[config.mk]
export PLATFORM = sky130hd
export DESIGN_NAME = i2c_write_ctrl
export DESIGN_NICKNAME = d
export VERILOG_FILES = /design/src/rtl/i2c_write_ctrl.sv
export SDC_FILE = /design/constraint.sdc
export NUM_CORES = 1
export LEC_CHECK = 0
export CAP_MARGIN = 10
export CELL_PAD_IN_SITES_DETAIL_PLACEMENT = 0
export CELL_PAD_IN_SITES_GLOBAL_PLACEMENT = 2
export CORE_MARGIN = 4
export CORE_UTILIZATION = 35
export DETAILED_ROUTE_END_ITERATION = 6
export GPL_ROUTABILITY_DRIVEN = 0
export PLACE_DENSITY = 0.85
export REMOVE_ABC_BUFFERS = 1
export SETUP_SLACK_MARGIN = 0.3
export SYNTH_ARGS = -nofsm -noshare
export SYNTH_HDL_FRONTEND = slang
export SYNTH_SLANG_ARGS = --single-unit
[constraint.sdc]
create_clock -name CLK_IN -period 2.67 [get_ports CLK_IN]
set_input_delay 0.6675 -clock CLK_IN [delete_from_list [all_inputs] [get_ports CLK_IN]]
set_output_delay 0.6675 -clock CLK_IN [all_outputs]
set_load 0.05 [all_outputs]
[src/rtl/i2c_write_ctrl.sv]
// i2c_write_ctrl: I2C master that performs one single-byte write per request
// (START, 7-bit address + W, ACK, data byte, ACK, STOP). CLK_IN is divided
// down to a quarter-SCL-period tick, and every bus phase spans four quarters.
//
// Handshake: START is a request that is sampled on each CLK_IN rising edge.
// The request is taken only while the sequencer is idle (BUSY=0), and ADDR/DATA
// are latched on that same edge. START seen while BUSY=1 is ignored. BUSY rises
// on the cycle after the request is taken. When the transaction ends, BUSY drops
// in the same cycle that DONE pulses. A request present in the DONE cycle is
// taken on the next edge.
module i2c_write_ctrl #(
   parameter int FREQ_IN  = 50000000,
   parameter int FREQ_SCL = 100000
) (
   input  logic       CLK_IN,
   input  logic       RST,
   input  logic       START,
   input  logic [6:0] ADDR,
   input  logic [7:0] DATA,
   input  logic       SDA_I,
   output logic       SCL_O,
   output logic       SDA_O,
   output logic       BUSY,
   output logic       DONE,
   output logic       ACK_ERR
);

   localparam int QDIV = FREQ_IN / (4 * FREQ_SCL);
   localparam int CW   = (QDIV > 1) ? $clog2(QDIV) : 1;
   localparam logic [CW-1:0] QMAX = CW'(QDIV - 1);

   typedef enum logic [2:0] {
      S_IDLE, S_START, S_ADDR, S_ACK1, S_DATA, S_ACK2, S_STOP
   } state_t;

   state_t        state;
   logic [1:0]    qtr;     // quarter index q0..q3 inside the current phase
   logic [2:0]    bcnt;    // bit index inside the address or data byte
   logic [CW-1:0] cnt;     // CLK_IN cycles inside the current quarter
   logic [7:0]    shreg;   // outgoing byte, current bit at [7]
   logic [7:0]    data_r;  // data byte held until the address has been ACKed
   logic          tick;

   // {SCL, SDA} levels for a given phase and quarter. b is the bit on the wire.
   function automatic logic [1:0] bus_lvl(input state_t st, input logic [1:0] q,
                                          input logic b);
      logic [1:0] lvl;
      case (st)
         S_START:        lvl = (q == 2'd3) ? 2'b00 : ((q == 2'd2) ? 2'b10 : 2'b11);
         S_ADDR, S_DATA: lvl = {(q == 2'd1) || (q == 2'd2), b};
         S_ACK1, S_ACK2: lvl = {(q == 2'd1) || (q == 2'd2), 1'b1};
         S_STOP:         lvl = (q == 2'd0) ? 2'b00 : ((q == 2'd1) ? 2'b10 : 2'b11);
         default:        lvl = 2'b11;
      endcase
      return lvl;
   endfunction

   // Quarter tick: the last CLK_IN cycle of each quarter while a transfer is active.
   always_comb begin
      tick = (state != S_IDLE) && (cnt == QMAX);
   end

   // Quarter counter: held at zero in IDLE and wraps on every tick.
   always_ff @(posedge CLK_IN or posedge RST) begin
      if (RST) begin
         cnt <= '0;
      end else if ((state == S_IDLE) || tick) begin
         cnt <= '0;
      end else begin
         cnt <= cnt + 1'b1;
      end
   end

   // Phase sequencer. The pad levels are registered and are set for the quarter being entered.
   always_ff @(posedge CLK_IN or posedge RST) begin
      if (RST) begin
         state   <= S_IDLE;
         qtr     <= 2'd0;
         bcnt    <= 3'd0;
         shreg   <= 8'h00;
         data_r  <= 8'h00;
         SCL_O   <= 1'b1;
         SDA_O   <= 1'b1;
         BUSY    <= 1'b0;
         DONE    <= 1'b0;
         ACK_ERR <= 1'b0;
      end else begin
         DONE <= 1'b0;
         case (state)
            S_IDLE: begin
               if (START) begin
                  state          <= S_START;
                  qtr            <= 2'd0;
                  bcnt           <= 3'd0;
                  shreg          <= {ADDR, 1'b0};
                  data_r         <= DATA;
                  ACK_ERR        <= 1'b0;
                  BUSY           <= 1'b1;
                  {SCL_O, SDA_O} <= bus_lvl(S_START, 2'd0, 1'b1);
               end
            end
            default: begin
               if (tick) begin
                  if (qtr != 2'd3) begin
                     qtr            <= qtr + 2'd1;
                     {SCL_O, SDA_O} <= bus_lvl(state, qtr + 2'd1, shreg[7]);
                     // The slave's answer is taken at the end of the second SCL-high quarter.
                     if (((state == S_ACK1) || (state == S_ACK2)) && (qtr == 2'd2) && SDA_I) begin
                        ACK_ERR <= 1'b1;
                     end
                  end else begin
                     qtr <= 2'd0;
                     case (state)
                        S_START: begin
                           state          <= S_ADDR;
                           {SCL_O, SDA_O} <= bus_lvl(S_ADDR, 2'd0, shreg[7]);
                        end
                        S_ADDR, S_DATA: begin
                           bcnt  <= bcnt + 3'd1;
                           shreg <= {shreg[6:0], 1'b0};
                           if (bcnt == 3'd7) begin
                              state          <= (state == S_ADDR) ? S_ACK1 : S_ACK2;
                              {SCL_O, SDA_O} <= bus_lvl(S_ACK1, 2'd0, 1'b1);
                           end else begin
                              {SCL_O, SDA_O} <= bus_lvl(state, 2'd0, shreg[6]);
                           end
                        end
                        S_ACK1: begin
                           // An address NACK skips the data byte entirely.
                           if (ACK_ERR) begin
                              state          <= S_STOP;
                              {SCL_O, SDA_O} <= bus_lvl(S_STOP, 2'd0, 1'b1);
                           end else begin
                              state          <= S_DATA;
                              shreg          <= data_r;
                              {SCL_O, SDA_O} <= bus_lvl(S_DATA, 2'd0, data_r[7]);
                           end
                        end
                        S_ACK2: begin
                           state          <= S_STOP;
                           {SCL_O, SDA_O} <= bus_lvl(S_STOP, 2'd0, 1'b1);
                        end
                        default: begin
                           state          <= S_IDLE;
                           BUSY           <= 1'b0;
                           DONE           <= 1'b1;
                           {SCL_O, SDA_O} <= 2'b11;
                        end
                     endcase
                  end
               end
            end
         endcase
      end
   end

endmodule

* Yosys cells after proc, flatten, opt, wreduce, memory -nomap -nowiden
Index checks and enable logic that the tools add are counted. Widths: inputs -> output; s select.
Cells by class: $add $sub $neg 3, equal/unequal tests 18, muxes and demuxes 52, reduce and logical (&&, ||, !) cells 24
Operator list (number):
- $mux 8 | 5
- $mux 3 | 11
- $mux 1 | 24
- $pmux 8 s2 | 1
- $reduce_and 4->1 | 4
- $mux 2 | 7
- $eq 3x3->1 const B | 4
- $pmux 3 s4 | 1
- $pmux 2 s4 | 1
- $reduce_bool 2->1 | 4
- $add 7x1->7 const B | 1
- $eq 7x7->1 const B | 1
- $mux 7 | 1
- $eq 2x2->1 const B | 3
- $eq 3x2->1 const B | 2
- $ne 2x2->1 const B | 3
- $ne 3x3->1 const B | 2
- $reduce_bool 3->1 | 2
- $reduce_and 5->1 | 1
- $reduce_or 5->1 | 1
- $pmux 1 s4 | 1
- $reduce_and 2->1 | 2
- $reduce_or 2->1 | 2
- $add 3x1->3 const B | 1
- 8 further kinds | 12
Word-level totals: register bits 36, bits of input ports 19

* Longest topological paths before layout
word-level depth 8, depth in mapped cells 7, mapped depth without buffers 6

* Worst setup path after synthesis
OpenSTA, ideal clock, no wires.
path type reg-to-reg, start point reg cnt[0], end point reg shreg[0], library setup time 0.125 ns, arrival time 1.874 ns, data required time 2.545 ns, setup slack 0.671 ns, cell stages (with the launch flop) 8, buffers on the path 1, period minus slack after synthesis 1.999 ns, path through dfrtp_1 > inv_1 > ha_1 > and2_1 > clkbuf_1 > nand3_2 > a221oi_4 > mux2_2
On the way: word-level cells in the longest chain between the ends 4
RTL lines:
- from (decl) | RTL line 39 | logic [CW-1:0] cnt;
- from (signal assigned) | RTL line 70 | cnt <= cnt + 1'b1;
- $eq 7x7->1 | RTL line 60 | tick = (state != S_IDLE) && (cnt == QMAX);
- $logic_and 1x1->1 | RTL line 60
- $reduce_bool 2->1 (no source line)
- $reduce_and 5->1 (no source line)
- to (signal assigned) | RTL line 95 | shreg <= {ADDR, 1'b0};
- to (signal assigned) | RTL line 120 | shreg <= {shreg[6:0], 1'b0};
- to (signal assigned) | RTL line 135 | shreg <= data_r;
- to (decl) | RTL line 40 | logic [7:0] shreg;
Every way passes these cells. A chain may end at the register's enable or synchronous reset.

* Worst setup path in the final report
start point reg SDA_O, end point out SDA_O
RTL lines:
- from (decl) | RTL line 22 | output logic SDA_O,
- from (signal assigned) | RTL line 99 | {SCL_O, SDA_O} <= bus_lvl(S_START, 2'd0, 1'b1);
- from (signal assigned) | RTL line 106 | {SCL_O, SDA_O} <= bus_lvl(state, qtr + 2'd1, shreg[7]);
- from (signal assigned) | RTL line 116 | {SCL_O, SDA_O} <= bus_lvl(S_ADDR, 2'd0, shreg[7]);
No word-level cell between the ends.

==> impl_results.md <==
- Status: finished, final reports clean
- Fin area: between 2000 and 2500 um2
- YS warnings: 0
- Final Total Pwr: around 0.0018 W
- Starting DRC count in detailed routing: 83
- Vert. Die Dim: between 80 and 90 um
- Leading cell type in the layout, fill and taps excluded: dfrtp_1
- Post-Place Cells: roughly 290
- CTS tree: done
- Routed vias: 1567
- Crit-path max FO: 2
- Clock Root Buffer: clkbuf_8
- Post-DRT Antenna Nets: 0
- Wire length per cell: about 14 um
- Unrepaired setup endpoints after global routing: no
- CP arrival: between 1.5 and 2 ns
- CTS buffer count: 5
- Cts hold-fix bufs: 0
- Clk_lat worst skew: 0.29 ns
- DPL Wire Length: between 3000 and 4000 um
- Synthesized area per cell: ~10 um2
- Worst path top cell family by delay: buffers and inverters
- CP peak stage delay: a little under 0.8 ns
- First-pass GRT wire length: 7420 um
- Register area share after synthesis: 0.447
- Switch Pwr: approximately 0.00056 W
- Crit path buf inv count: 1
- Mapped Cells: approximately 200
- Syn Std Cell Area: between 2000 and 2500 um2
- Clock sink count: 36
- Port bufs: 23
- Die W: between 80 and 90 um
- Power per Cell Area: about 750 nW/um2
- Overflow after GRT: 0
- Initial Util: 0.365
- Area growth syn-to-layout: 21.1%
- Period utilisation layout: 0.851
- Antenna fix cells: 0
- Library cells used by synthesis: 44
- Worst Setup Path Type: register to output pin
- Fin Setup TNS: 0 ns
- Max cap viols: 0
- Total length of routed wires: approximately 4300 um
- DR DRC count: 0
- Layout Cells excl Fill: between 200 and 300
- Crit start category: register
- Clk network pwr share: 0.256
- Worst EP required: ~2.0 ns
- Slew @ Worst Pin: ~0.52 ns
- Final count of pins violating max slew: 0
- Combinational share of power: 0.292
- Clock skew: just under 0.01 ns
- Top Ports: 24
- Largest net degree at the start of global routing: 37
- Post-CTS setup buffers: 0
- Register bit total from synthesis: 36
- F_max: about 440 MHz
- Initial antenna violation count: 0
- Worst Setup End Kind: output pin
- Met2 wire len: roughly 2000 um
- Standard-cell row count: 27
- CTS resizes: 0
- Most frequent cells in the layout: dfrtp_1 (34), clkdlybuf4s50_1 (23), nor2_1 (16), mux2_2 (16), nand2_1 (14)
- Bufs on Longest Clock Path: 2
- Critical-path top delay cell: clkdlybuf4s50_1
- Layout cell share with drive strength beyond 1: 0.165
- Router iterations before antenna repair: 4
- Register Area: about 900 um2
- CTS H-tree depth: 2
- Cell area after placement: 2340 um2
- Critical-path cell list: clkdlybuf4s50_1
- Rel. slew slack: 0.652
- Leakage power: between 1 and 1.5 nW
- Fin. Hold Viols: 0
- Main synth FF type: dfrtp_1
- Die ar.: a little over 7000 um2
- M1 WL: 2040 um
- Sw Ratio: 0.303
- Routed length on met3: approximately 180 um
- Worst min path class: register to register
- Sequential power share: 0.453
- Total global-route track usage: 0.129
- Worst vdd ir: around 0.44 mV
- Core region area: approximately 5500 um2
- Async set-reset flop share out of synthesis: 1.00
- Int Pwr: 0.00128 W
- Routed vias/inst: 5.29
- Area occupied by multi-input gates: between 1000 and 1500 um2
- Number of synthesized flops with an enable pin: 0
- Setup-failing EPs final: 0
- Min cycle time layout: between 2 and 2.5 ns
- Clk slew on worst S/H paths: about 0.07 ns
- Top routing layer in use: met4
- Fillers: 556
- Vias in the first global route: 1537
- Fin nets: roughly 250
-- power by group through the flow --
stage | Combinational [W] | Clock (W) | Sequential [W]
finish | 0.000536 | 0.000470 | 0.000832
detailed placement | 0.000543 | 0 | 0.000845
global route | 0.000608 | 0.000512 | 0.000859
floorplan | 0.000348 | 0 | 0.000871
global placement | 0.000535 | 0 | 0.000840
CTS | 0.000545 | 0.000484 | 0.000835
-- registers in the layout, indices dropped and copies added (netlist names) --
register  cells
BUSY          1
shreg         8
ACK_ERR       1
state         3
DONE          1
bcnt          3
SDA_O         1
cnt           7
SCL_O         1
qtr           2
data_r        8
-- final timing paths --
kind	from	endpoint	slack (ns)	cells after the start
max in group asynchronous	RST	SDA_O	1.54	3
setup / recovery	SDA_O	SDA_O	0.40	1
hold / removal	cnt[0]	cnt[0]	0.48	1
hold reg to reg	cnt[0]	cnt[0]	0.48	1
setup reg to reg	cnt[0]	shreg[7]	0.48	6
min in group asynchronous	RST	qtr[0]	0.78	3
-- metal layers --
layer | vias to the layer above | GRT usage
met1 | 766 | 0.176
met2 | 32 | 0.202
li1 | 763 | -
met3 | 6 | 0.0296
met5 | - | 0
met4 | 0 | 0.0439
-- logic make-up after synthesis --
kind of cell / share of synthesized area
AOI/OAI and AO/OA: 0.180
xor gates and xnor gates: 0.0303
adders and majority gates: 0.0482
buffers and inverters: 0.0451
DFF: 0.447
muxes: 0.0891
and+or+nand+nor: 0.161
-- area by class of cell --
cell class | instances | share of cell area
timing repair buffer | 31 | 0.118
inverter | 8 | 0.0123
tap | 72 | 0.0368
clock buffer | 6 | 0.0296
sequential | 36 | 0.369
multi-input combinational | 141 | 0.420
clock inverter | 2 | 0.0143
-- metrics by stage --
stage | setup slack [ns] | utilization | hold slack, ns
global placement | 0.351 | 0.423 | 0.466
CTS | 0.385 | 0.442 | 0.484
global route | 0.313 | 0.442 | 0.515
finish | 0.399 | 0.442 | 0.477
floorplan | 0.611 | - | 0.446
detailed placement | 0.353 | 0.423 | 0.473
-- cells in the mapped netlist, types with 2 or more instances --
master      n  area share
dfrtp_1    34        0.42
mux2_2     16       0.089
nor2_1     16       0.030
nand2_1    14       0.026
clkbuf_1    9       0.017
o21ai_0     9       0.022
inv_1       8       0.015
a22oi_1     7       0.026
ha_1        7       0.043
nand3_1     7       0.017
o2bb2ai_1   7       0.030
a21oi_1     4      0.0099
and2_1      4       0.012
and3_1      4       0.012
nor2b_1     4       0.012
xnor2_1     4       0.017
a31oi_1     3      0.0093
o221ai_1    3       0.013
o31ai_1     3       0.011
xor2_1      3       0.013
a222oi_1    2      0.0099
and4_1      2      0.0087
dfstp_2     2       0.026
nand2b_1    2      0.0062
nand3b_1    2      0.0074
nand4_1     2      0.0062
o21bai_1    2      0.0074
o311ai_0    2      0.0087
No activity file was read; power rests on OpenSTA's default activity.
==> RTL change: new RTL, same settings <==
Register the output `ACK_ERR` once more, cleared by the reset; this adds one clock of latency there. The other outputs are not delayed to match.
--- a/src/rtl/i2c_write_ctrl.sv
+++ b/src/rtl/i2c_write_ctrl.sv
@@ -32,6 +32,8 @@
    typedef enum logic [2:0] {
       S_IDLE, S_START, S_ADDR, S_ACK1, S_DATA, S_ACK2, S_STOP
    } state_t;
+
+   logic ACK_ERR_s0;
 
    state_t        state;
    logic [1:0]    qtr;     // quarter index q0..q3 inside the current phase
@@ -83,7 +85,7 @@
          SDA_O   <= 1'b1;
          BUSY    <= 1'b0;
          DONE    <= 1'b0;
-         ACK_ERR <= 1'b0;
+         ACK_ERR_s0 <= 1'b0;
       end else begin
          DONE <= 1'b0;
          case (state)
@@ -94,7 +96,7 @@
                   bcnt           <= 3'd0;
                   shreg          <= {ADDR, 1'b0};
                   data_r         <= DATA;
-                  ACK_ERR        <= 1'b0;
+                  ACK_ERR_s0     <= 1'b0;
                   BUSY           <= 1'b1;
                   {SCL_O, SDA_O} <= bus_lvl(S_START, 2'd0, 1'b1);
                end
@@ -106,7 +108,7 @@
                      {SCL_O, SDA_O} <= bus_lvl(state, qtr + 2'd1, shreg[7]);
                      // The slave's answer is taken at the end of the second SCL-high quarter.
                      if (((state == S_ACK1) || (state == S_ACK2)) && (qtr == 2'd2) && SDA_I) begin
-                        ACK_ERR <= 1'b1;
+                        ACK_ERR_s0 <= 1'b1;
                      end
                   end else begin
                      qtr <= 2'd0;
@@ -127,7 +129,7 @@
                         end
                         S_ACK1: begin
                            // An address NACK skips the data byte entirely.
-                           if (ACK_ERR) begin
+                           if (ACK_ERR_s0) begin
                               state          <= S_STOP;
                               {SCL_O, SDA_O} <= bus_lvl(S_STOP, 2'd0, 1'b1);
                            end else begin
@@ -154,5 +156,13 @@
       end
    end
 
+   always_ff @(posedge CLK_IN or posedge RST) begin
+      if (RST) begin
+         ACK_ERR <= '0;
+      end else begin
+         ACK_ERR <= ACK_ERR_s0;
+      end
+   end
+
 endmodule
 
Check against the original RTL: no difference found for any inputs over 10 cycles, from zero or initial values and one cycle with RST high; that may be too few to reach the edited logic, so the function may still have changed.
==> RTL change against the original RTL <==
Synthesized area up 2.6%. Total power down 17%. Cell area up 2.2%. Synthesized cell count up 3.0%. Sequential cell count up 1. First-iteration DRC count down 8.4%. Combinational power down 46%. Critical path depth unchanged. Die area up 2.3%. Register-to-register slack better by 100 ps. Worst setup slack worse by 12 ps. Routed wire length up 7.1%. Utilization up 0.16 points. Hold slack worse by 27 ps. Critical endpoint unchanged.
==> RTL change: results (changes against the original RTL) <==
* run status: complete, no violations, unchanged
* Tot GR Track Use: 0.1330, was 0.1294
* Diodes inserted: 0, unchanged
* reg-to-reg slack, setup: 580 ps, was 480 ps
* wire length after detailed routing: 4593 um, was 4287 um
* fraction of final layout cells sized beyond drive strength 1: 0.1572, was 0.1652
* vias per cell: 5.296, was 5.294
* pin slew with the least headroom to its limit: 589.7 ps, was 520.5 ps
* layout net count: 254, was 249
* Reg2Reg Depth: 4, was 6
* biggest area contributors in the synthesized netlist: sky130_fd_sc_hd__dfrtp_1, sky130_fd_sc_hd__mux2_2, sky130_fd_sc_hd__ha_1, sky130_fd_sc_hd__o21ai_0, sky130_fd_sc_hd__o2bb2ai_1, was sky130_fd_sc_hd__dfrtp_1, sky130_fd_sc_hd__mux2_2, sky130_fd_sc_hd__ha_1, sky130_fd_sc_hd__o2bb2ai_1, sky130_fd_sc_hd__nor2_1
* post-route clock skew: 4.719 ps, was 9.649 ps
* via total after detailed routing: 1594, was 1567
* fraction of registers with async set/reset: 1.000, unchanged
* DRC violation total after the first TritonRoute iteration: 76, was 83
* Placed Cells incl. Taps: 293, was 288
* Hold Crit Endpoint: ACK_ERR, was cnt[0]
* static leakage: 1.088 nW, was 1.070 nW
* Final min period: 2283 ps, was 2271 ps
* synthesized-area fraction occupied by ao, oa, aoi and oai cells: 0.2086, was 0.1800
* Min-Delay Path Depth: 0, was 1
* launching point of the worst reg2reg path: cnt[2], was cnt[0]
* wire length of the first global-routing pass: 7652 um, was 7424 um
* most common library cells after synthesis: sky130_fd_sc_hd__dfrtp_1, sky130_fd_sc_hd__mux2_2, sky130_fd_sc_hd__nand2_1, sky130_fd_sc_hd__nor2_1, sky130_fd_sc_hd__o21ai_0, was sky130_fd_sc_hd__dfrtp_1, sky130_fd_sc_hd__mux2_2, sky130_fd_sc_hd__nor2_1
* area enclosed by the die boundary: 0.007227 mm^2, was 0.007061 mm^2
* Data arrival, critical path: 1620 ps, was 1600 ps
* mean area per synthesized cell: 10.18 um^2, was 10.22 um^2
* count of different cell masters after synthesis: 49, was 44
* share of cell area taken by muxes after synthesis: 0.08680, was 0.08905
* largest net degree at the start of global routing: 38, was 37
* Switching Share: 0.2837, was 0.3028
* Min-Delay Path Class: reg2reg, unchanged
* Hold Crit Start: ACK_ERR_s0, was cnt[0]
* synthesized-area fraction occupied by adder cells: 0.04219, was 0.04824
* number of filler instances in the final layout: 568, was 556
* XOR/XNOR Fraction of Synth Area: 0.02110, was 0.03030
==> RTL change: cell count changes after synthesis, moves of 3 or more <==
cell                      before  now
sky130_fd_sc_hd__o21ai_0       9   14
sky130_fd_sc_hd__nor3_1        0    3
sky130_fd_sc_hd__inv_1         8   12
sky130_fd_sc_hd__nand4_1       2    5
==> RTL change: logic make-up (layout without fill, tap and decap cells) <==
kind of cell | Yosys count | in the layout
mux | 16 | 16
compound gates | 58 | 58
buf+inv | 24 | 49
flops | 37 | 37
fa+ha+maj | 7 | 7
simple gates | 57 | 57
xor+xnor | 5 | 5
==> RTL change: layout make-up <==
type | count | area [um^2] | share of cell area
flip-flops and latches | 37 | 928.4 | 0.3708
repair buffers | 29 | 275.3 | 0.1099
clock buffers | 6 | 82.58 | 0.03298
multi-input cells | 143 | 1045 | 0.4173
well taps | 72 | 90.09 | 0.03598
clock inverters | 2 | 37.54 | 0.01499
inverters | 12 | 45.04 | 0.01799
==> RTL change: power by group through the flow <==
stage          logic (W)  registers (W)  clock network, W
6_report        0.000289       0.000729          0.000512
2_1_floorplan   0.000197       0.000740                 0
5_1_grt         0.000324       0.000745          0.000553
4_1_cts         0.000294       0.000729          0.000526
3_5_place_dp    0.000292       0.000739                 0
3_3_place_gp    0.000287       0.000737                 0
==> RTL change: layer usage <==
layer / track usage / part of all wire / up-vias
met3: 0.03592 / 0.034 / 4
met4: 0.03453 / 0.0081 / 0
met2: 0.2013 / 0.45 / 24
li1: - / - / 803
met5: 0 / 0 / -
met1: 0.1874 / 0.51 / 763
==> RTL change: stage by stage <==
stage            util  hold slack [ps]
6_report       0.4438            450.2
5_1_grt        0.4438            469.7
4_1_cts        0.4438            446.8
3_5_place_dp   0.4225            424.2
3_3_place_gp   0.4225            434.2
2_1_floorplan       -            389.0
